File: config.mk
export PLATFORM = sky130hd
export DESIGN_NAME = dc_ipu_array_divider_iter
export DESIGN_NICKNAME = d
export VERILOG_FILES = /design/src/rtl/dc_ipu_array_divider_iter.sv
export SDC_FILE = /design/constraint.sdc
export NUM_CORES = 1
export LEC_CHECK = 0
export BUFFER_PORTS_ARGS = -buffer_cell sky130_fd_sc_hd__buf_2
export CAP_MARGIN = 10
export CORE_UTILIZATION = 40
export CTS_CLUSTER_DIAMETER = 200
export DETAILED_ROUTE_END_ITERATION = 12
export GPL_TIMING_DRIVEN = 0
export PLACE_DENSITY = 0.63
export RECOVER_POWER = 100
export SYNTH_ARGS = -nofsm -noshare
export SYNTH_HDL_FRONTEND = slang
export SYNTH_SLANG_ARGS = --single-unit
File: constraint.sdc
create_clock -name clk -period 3 [get_ports clk]
set_input_delay 0.45 -clock clk [delete_from_list [all_inputs] [get_ports clk]]
set_output_delay 0.45 -clock clk [all_outputs]
set_load 0.02 [all_outputs]
File: src/rtl/dc_ipu_array_divider_iter.sv
// rtl/dc_ipu_array_divider_iter.sv - iterative restoring unsigned divider, STAGES_PER_CYCLE bits per clock
module dc_ipu_array_divider_iter #(
    parameter int A_WIDTH          = 16,
    parameter int B_WIDTH          = 8,
    parameter int STAGES_PER_CYCLE = 1,
    parameter int TAG_WIDTH        = 4
) (
    input  logic                 clk,
    input  logic                 rst,
    input  logic                 in_valid,
    output logic                 in_ready,
    input  logic [A_WIDTH-1:0]   in_a,
    input  logic [B_WIDTH-1:0]   in_b,
    input  logic [TAG_WIDTH-1:0] in_tag,
    output logic                 out_valid,
    input  logic                 out_ready,
    output logic [A_WIDTH-1:0]   out_q,
    output logic [B_WIDTH-1:0]   out_r,
    output logic [TAG_WIDTH-1:0] out_tag,
    output logic                 out_dbz
);

    localparam int ITER  = (A_WIDTH + STAGES_PER_CYCLE - 1) / STAGES_PER_CYCLE;
    localparam int CNT_W = (ITER > 1) ? $clog2(ITER) : 1;
    localparam logic [CNT_W-1:0] LAST_CNT = CNT_W'(ITER - 1);

    typedef enum logic [1:0] {IDLE, BUSY, DONE} state_t;

    state_t               state_q;
    logic [CNT_W-1:0]     cnt_q;
    logic [A_WIDTH-1:0]   a_q, a_d;
    logic [B_WIDTH-1:0]   b_q;
    logic [TAG_WIDTH-1:0] tag_q;
    logic [B_WIDTH:0]     rem_q, rem_d;
    logic [A_WIDTH-1:0]   quo_q, quo_d;
    logic                 out_valid_q;
    logic [A_WIDTH-1:0]   out_q_q;
    logic [B_WIDTH-1:0]   out_r_q;
    logic [TAG_WIDTH-1:0] out_tag_q;
    logic                 out_dbz_q;

    logic [B_WIDTH:0]     rem_sh;
    logic [B_WIDTH+1:0]   diff;
    logic                 accept;

    assign in_ready  = (state_q == IDLE) || ((state_q == DONE) && out_ready);
    assign accept    = in_valid && in_ready;
    assign out_valid = out_valid_q;
    assign out_q     = out_q_q;
    assign out_r     = out_r_q;
    assign out_tag   = out_tag_q;
    assign out_dbz   = out_dbz_q;

    // One clock's worth of restoring stages; stages past the last dividend bit are skipped.
    always_comb begin
        a_d    = a_q;
        rem_d  = rem_q;
        quo_d  = quo_q;
        rem_sh = '0;
        diff   = '0;
        for (int s = 0; s < STAGES_PER_CYCLE; s++) begin
            if (int'(cnt_q) * STAGES_PER_CYCLE + s < A_WIDTH) begin
                rem_sh = {rem_d[B_WIDTH-1:0], a_d[A_WIDTH-1]};
                diff   = {1'b0, rem_sh} - {2'b00, b_q};
                a_d    = a_d << 1;
                quo_d  = quo_d << 1;
                if (diff[B_WIDTH+1]) begin
                    rem_d = rem_sh;
                end else begin
                    rem_d    = diff[B_WIDTH:0];
                    quo_d[0] = 1'b1;
                end
            end
        end
    end

    always_ff @(posedge clk or posedge rst) begin
        if (rst) begin
            state_q     <= IDLE;
            cnt_q       <= '0;
            a_q         <= '0;
            b_q         <= '0;
            tag_q       <= '0;
            rem_q       <= '0;
            quo_q       <= '0;
            out_valid_q <= 1'b0;
            out_q_q     <= '0;
            out_r_q     <= '0;
            out_tag_q   <= '0;
            out_dbz_q   <= 1'b0;
        end else begin
            case (state_q)
                IDLE: begin
                    if (accept) begin
                        a_q     <= in_a;
                        b_q     <= in_b;
                        tag_q   <= in_tag;
                        rem_q   <= '0;
                        quo_q   <= '0;
                        cnt_q   <= '0;
                        state_q <= BUSY;
                    end
                end
                BUSY: begin
                    a_q   <= a_d;
                    rem_q <= rem_d;
                    quo_q <= quo_d;
                    cnt_q <= cnt_q + 1'b1;
                    if (cnt_q == LAST_CNT) begin
                        // b == 0 falls out naturally: every stage sets its quotient bit and the
                        // remainder ends up holding the low dividend bits.
                        state_q     <= DONE;
                        out_valid_q <= 1'b1;
                        out_q_q     <= quo_d;
                        out_r_q     <= rem_d[B_WIDTH-1:0];
                        out_tag_q   <= tag_q;
                        out_dbz_q   <= (b_q == '0);
                    end
                end
                DONE: begin
                    if (out_ready) begin
                        out_valid_q <= 1'b0;
                        if (in_valid) begin
                            a_q     <= in_a;
                            b_q     <= in_b;
                            tag_q   <= in_tag;
                            rem_q   <= '0;
                            quo_q   <= '0;
                            cnt_q   <= '0;
                            state_q <= BUSY;
                        end else begin
                            state_q <= IDLE;
                        end
                    end
                end
                default: state_q <= IDLE;
            endcase
        end
    end

endmodule

Word-level counts from Yosys, hierarchy flattened
Cells that the tools add are included.

$add $sub $neg: 2. Multipliers: 0. Div/mod/pow operators: 0. $lt $le $gt $ge: 1. Equality and inequality tests: 8. Shift-type cells: 0. Muxes and demuxes: 37. Bitwise operators: 0. Reductions and logical operators: 14.

Operators with widths (count): $mux W16 (8); $pmux W16 S3 (2); $mux W8 (8); $mux W4 (6); $pmux W8 S3 (1); $pmux W8 S2 (1); $pmux W4 S3 (1); $ne A2 B2 Y1 const B (5); $sub A9 B8 Y10 (1); $logic_not A8 Y1 (1); $pmux W4 S2 (1); $reduce_and A4 Y1 (2); $mux W2 (3); $pmux W2 S3 (1); $reduce_and A3 Y1 (2); $lt A4 B5 Y1 const B (1); $reduce_and A5 Y1 (1); $add A4 B1 Y4 const B (1); $eq A4 B4 Y1 const B (1); $mux W1 (4); $reduce_bool A2 Y1 (2); $reduce_bool A3 Y1 (1); $eq A2 B1 Y1 const B (1); $eq A2 B2 Y1 const B (1); 5 further kinds (6).

Flip-flop bits (word level): 88. Latch bits: 0. RAM bits: 0. Bits in read-only memories: 0. Output and inout bits: 31. Word-level logic and storage cells: 74. Memories: 0.

Depth between registers and ports, before layout
Depth after elaboration: 6. Depth in mapped cells: 9.

Least setup slack after synthesis
No wires, ideal clock.

Path type: reg2reg. Start point: reg b_q[6]. End point: reg rem_q[0]. Setup time: 74 ps. Arrival time: 1857 ps. Data required time: 2926 ps. Path slack: 1069 ps. Stages on the path, launching flop included: 9. Buffers on the path: 1. Period minus slack after synthesis: 1931 ps. Cell sequence: dfrtp_1 > inv_1 > ha_1 > buf_2 > a21oi_2 > o221ai_2 > nor2_4 > mux2_4 > o21ai_2.

Cells in the longest elaborated chain, start to end: 4.

Ends and longest elaborated chain: start, declared (line 32) `logic [B_WIDTH-1:0] b_q;`; start signal, assigned (line 96) `b_q <= in_b;`; start signal, assigned (line 125) `b_q <= in_b;`; $sub A9 B8 Y10 (line 64) `diff = {1'b0, rem_sh} - {2'b00, b_q};`; $mux W8 (line 67) `if (diff[B_WIDTH+1]) begin`; $mux W8 (line 62) `if (int'(cnt_q) * STAGES_PER_CYCLE + s < A_WIDTH) begin`; $pmux W8 S3 (line 92) `case (state_q)`; end signal, assigned (line 106) `rem_q <= rem_d;`; end, declared (line 34) `logic [B_WIDTH:0] rem_q, rem_d;`.

Every way passes these cells. A chain may end at the register's enable or synchronous reset.

Final worst setup path
Ends and elaborated chain as after synthesis.

==> flow_metrics.env <==
export IMPL_cts_buffers_inserted=9
export IMPL_multi_input_area_um2=1600
export IMPL_die_y_um=101
export IMPL_cpPeakStageDelay_ns=0.45
export IMPL_cts_hold_buffers_added=0
export IMPL_drc=0
export IMPL_holdPathStages=3
export IMPL_finalPower_mw=5.53
export IMPL_path_buf_inv=2
export IMPL_synth_simple_area_share=0.228
export IMPL_switching_share=0.452
export IMPL_drive_above_1_share=0.112
export IMPL_slew_violations=39
export IMPL_die_area_um2=10300
export IMPL_grt_pass1_vias=3116
export IMPL_cellPowerDensity_nw_per_um2=1200
export IMPL_ys_async_sr_fraction=1.00
export IMPL_hp_start="in_a[0]"
export IMPL_cp_start_kind="flip-flop"
export IMPL_ys_types=38
export IMPL_cts_root_buffer="clkbuf_8"
export IMPL_track_usage=0.198
export IMPL_synth_compound_area_frac=0.119
export IMPL_ys_flop_type="dfrtp_1"
export IMPL_ys_ff_latch=87
export IMPL_drt_vias_per_instance=5.06
export IMPL_synth_nets=483
export IMPL_reg2reg_to="rem_q[0]$_DFFE_PP0P_"
export IMPL_r2r_cells=8
export IMPL_synthCells=441
export IMPL_hpwl_um=6560
export IMPL_status="finished, violations left"
export IMPL_slowest_stage="mux2_1"
export IMPL_yosys_warnings=0
export IMPL_mostFrequentLayoutCells="nand2_1 (151), dfrtp_1 (87), clkbuf_1 (52)"
export IMPL_synth_mux_area_frac=0.0165
export IMPL_fp_dieW_um=101
export IMPL_nFillCells=942
export IMPL_crit_chain="inv_1 > ha_1 > buf_2 > a21oi_1 > o221ai_1 > nor2_4 > mux2_1 > o21ai_2"
export IMPL_grt_pass1_wl_um=15500
export IMPL_routed_wl_um=9150
export IMPL_finalWeightedCongestion=0.836
export IMPL_syn_to_final_growth_pct=16.4
export IMPL_drtIter0Drc=186
export IMPL_synth_top_family_by_area="simple AND/OR/NAND/NOR gates"
export IMPL_final_common_cell="nand2_1"
export IMPL_initial_core_util=0.419
export IMPL_cts_sinks=87
export IMPL_cts_repair_resized=0
export IMPL_clkPwrFrac=0.153
export IMPL_synth_area_um2=3950
export IMPL_io_pins=63
export IMPL_gr_total_overflow=0
export IMPL_nNetsFinal=557
export IMPL_end_kind="flip-flop"
export IMPL_worstMarginPinSlew_ns=1.76
export IMPL_htree_levels=3
export IMPL_maxCapViolCount=1
export IMPL_p_leak_nw=2.14
export IMPL_hold_violations=0
export IMPL_setup_viol=0
export IMPL_fin_crit_ns=2.54
export IMPL_clkLatencyLatePin_ns=0.36
export IMPL_p_seq_frac=0.371
export IMPL_ir_worst_vdd_uv=394
export IMPL_ff2ff_setup_slack_ns=0.46
export IMPL_max_clock_path_buffers=2
export IMPL_synth_top_area_cell="dfrtp_1"
export IMPL_grt_max_degree=50
export IMPL_synth_edf_count=0
export IMPL_seqCellArea_um2=2180
export IMPL_synthXorXnorAreaFrac=0.0111
export IMPL_crit_type="reg2reg"
export IMPL_critPathRequiredTime_ns=3.29
export IMPL_io_buffer_count=62
export IMPL_yosysTopAreaCellShare=0.551
export IMPL_intPower_mw=3.03
export IMPL_cp_arrival_ns=2.83
export IMPL_avgSynthCellArea_um2=8.95
export IMPL_max_freq_mhz=394
export IMPL_num_vias=3281
export IMPL_path_clk_slew_ns=0.09
export IMPL_cts_tree="yes"
export IMPL_core_um2=9420
export IMPL_netlist_top_cells_area="dfrtp_1 (55%), nand2_1 (14%), o21ai_0 (5.3%), ha_1 (2.9%), nor2_1 (2.4%)"
export IMPL_routedWlPerCell_um=14.1
export IMPL_crit_fanout=10
export IMPL_yosys_area_share_adder=0.0336
export IMPL_rows=35
export IMPL_slew_limit_headroom=-0.178
export IMPL_ant_nets=0
export IMPL_fin_crit_sh=0.847
export IMPL_drtPass1Iterations=4
export IMPL_violations="max-capacitance violations, max-slew violations"
export IMPL_p_comb_frac=0.476
export IMPL_post_cts_buffers=0
export IMPL_p_sw_mw=2.50
export IMPL_dp_cells=633
export IMPL_finClkSkew_ns=0.00633
export IMPL_hold_end="a_q[0]$_DFFE_PP0P_"
export IMPL_stdcell_count=649
export IMPL_antenna_found_initial=0
export IMPL_antenna_cells=0
export IMPL_crit_family="compound AO/OA/AOI/OAI gates"
export IMPL_ys_seq_area_frac=0.551
export IMPL_rsz0062_at_grt="no"
export IMPL_crit_reg2reg_launch="b_q[6]$_DFFE_PP0P_"
export IMPL_hold_class="in2reg"
cell usage after synthesis, drive strengths merged, types with 2 or more instances:
master and count:
nand2 151, dfrtp 87, o21ai 45, nor2 26, clkbuf 17, nand3 17, a31oi 13, inv 13
buf 10, ha 9, a21oi 5, mux2i 5, nor3 5, o22ai 5, nand2b 4, xor2 4
a211oi 3, and2 3, o211ai 3, nand4 2, nor2b 2, nor3b 2, nor4 2
worst max path at each step:
stage | startpoint | to | slack [ns] | cells after the start
floorplan | rst | a_q[0]$_DFFE_PP0P_ | 0.30 | 1
global placement | rst | a_q[1]$_DFFE_PP0P_ | -0.77 | 2
detailed placement | b_q[6]$_DFFE_PP0P_ | rem_q[1]$_DFFE_PP0P_ | 0.72 | 8
CTS | b_q[6]$_DFFE_PP0P_ | rem_q[1]$_DFFE_PP0P_ | 0.70 | 8
global route | b_q[6]$_DFFE_PP0P_ | rem_q[0]$_DFFE_PP0P_ | 0.29 | 8
finish | b_q[6]$_DFFE_PP0P_ | rem_q[0]$_DFFE_PP0P_ | 0.46 | 8
area by class of cell:
type,instances,share of cell area
clock buffers,10,0.0299
inverters,13,0.0109
multi-input cells,314,0.348
flip-flops and latches,87,0.474
plain buffers,27,0.0229
repair buffers,63,0.0651
clock inverters,6,0.0147
well taps,129,0.0351
registers in the layout, summed over array words and instances (netlist names):
register,count
a_q,16
b_q,8
cnt_q,4
out_dbz,1
out_q,16
out_r,8
out_tag,4
out_valid,1
quo_q,15
rem_q,8
state_q,2
tag_q,4
stage by stage:
stage / worst slack [ns] / area, µm² / hold slack, ns / utilization / setup TNS (ns)
global route: 0.285 / 4600 / 0.269 / 0.488 / 0
floorplan: 0.300 / 3950 / 0.439 / - / 0
global placement: -0.767 / 4420 / 0.454 / 0.470 / -66.38
CTS: 0.698 / 4660 / 0.125 / 0.494 / 0
detailed placement: 0.719 / 4450 / 0.458 / 0.473 / 0
finish: 0.459 / 4600 / 0.274 / 0.488 / 0
kinds of logic after synthesis:
logic type      after synthesis
compound gates               77
mux                           6
flops                        87
fa+ha+maj                    10
simple gates                216
buf+inv                      40
xor+xnor                      5
power groups by stage:
stage | clock network [mW] | logic, mW | registers [mW]
2_1_floorplan | 0 | 1.81 | 2.19
3_3_place_gp | 0 | 2.62 | 2.05
3_5_place_dp | 0 | 2.71 | 2.07
4_1_cts | 0.866 | 2.72 | 2.04
5_1_grt | 0.916 | 3.00 | 2.12
6_report | 0.849 | 2.63 | 2.05
tightest hold or removal path, delay by kind of cell:
| family | cells | cell delay, ns |
|---|---|---|
| buffers and inverters | 1 | 0.07 |
| AND/OR/NAND/NOR | 2 | 0.08 |
per-layer routing:
layer  track usage  part of all wire
met5             0                 0
met2         0.294              0.44
met1         0.289              0.49
met3        0.0373             0.058
met4        0.0702             0.014
Note: power is estimated with default switching activity, not from simulation.
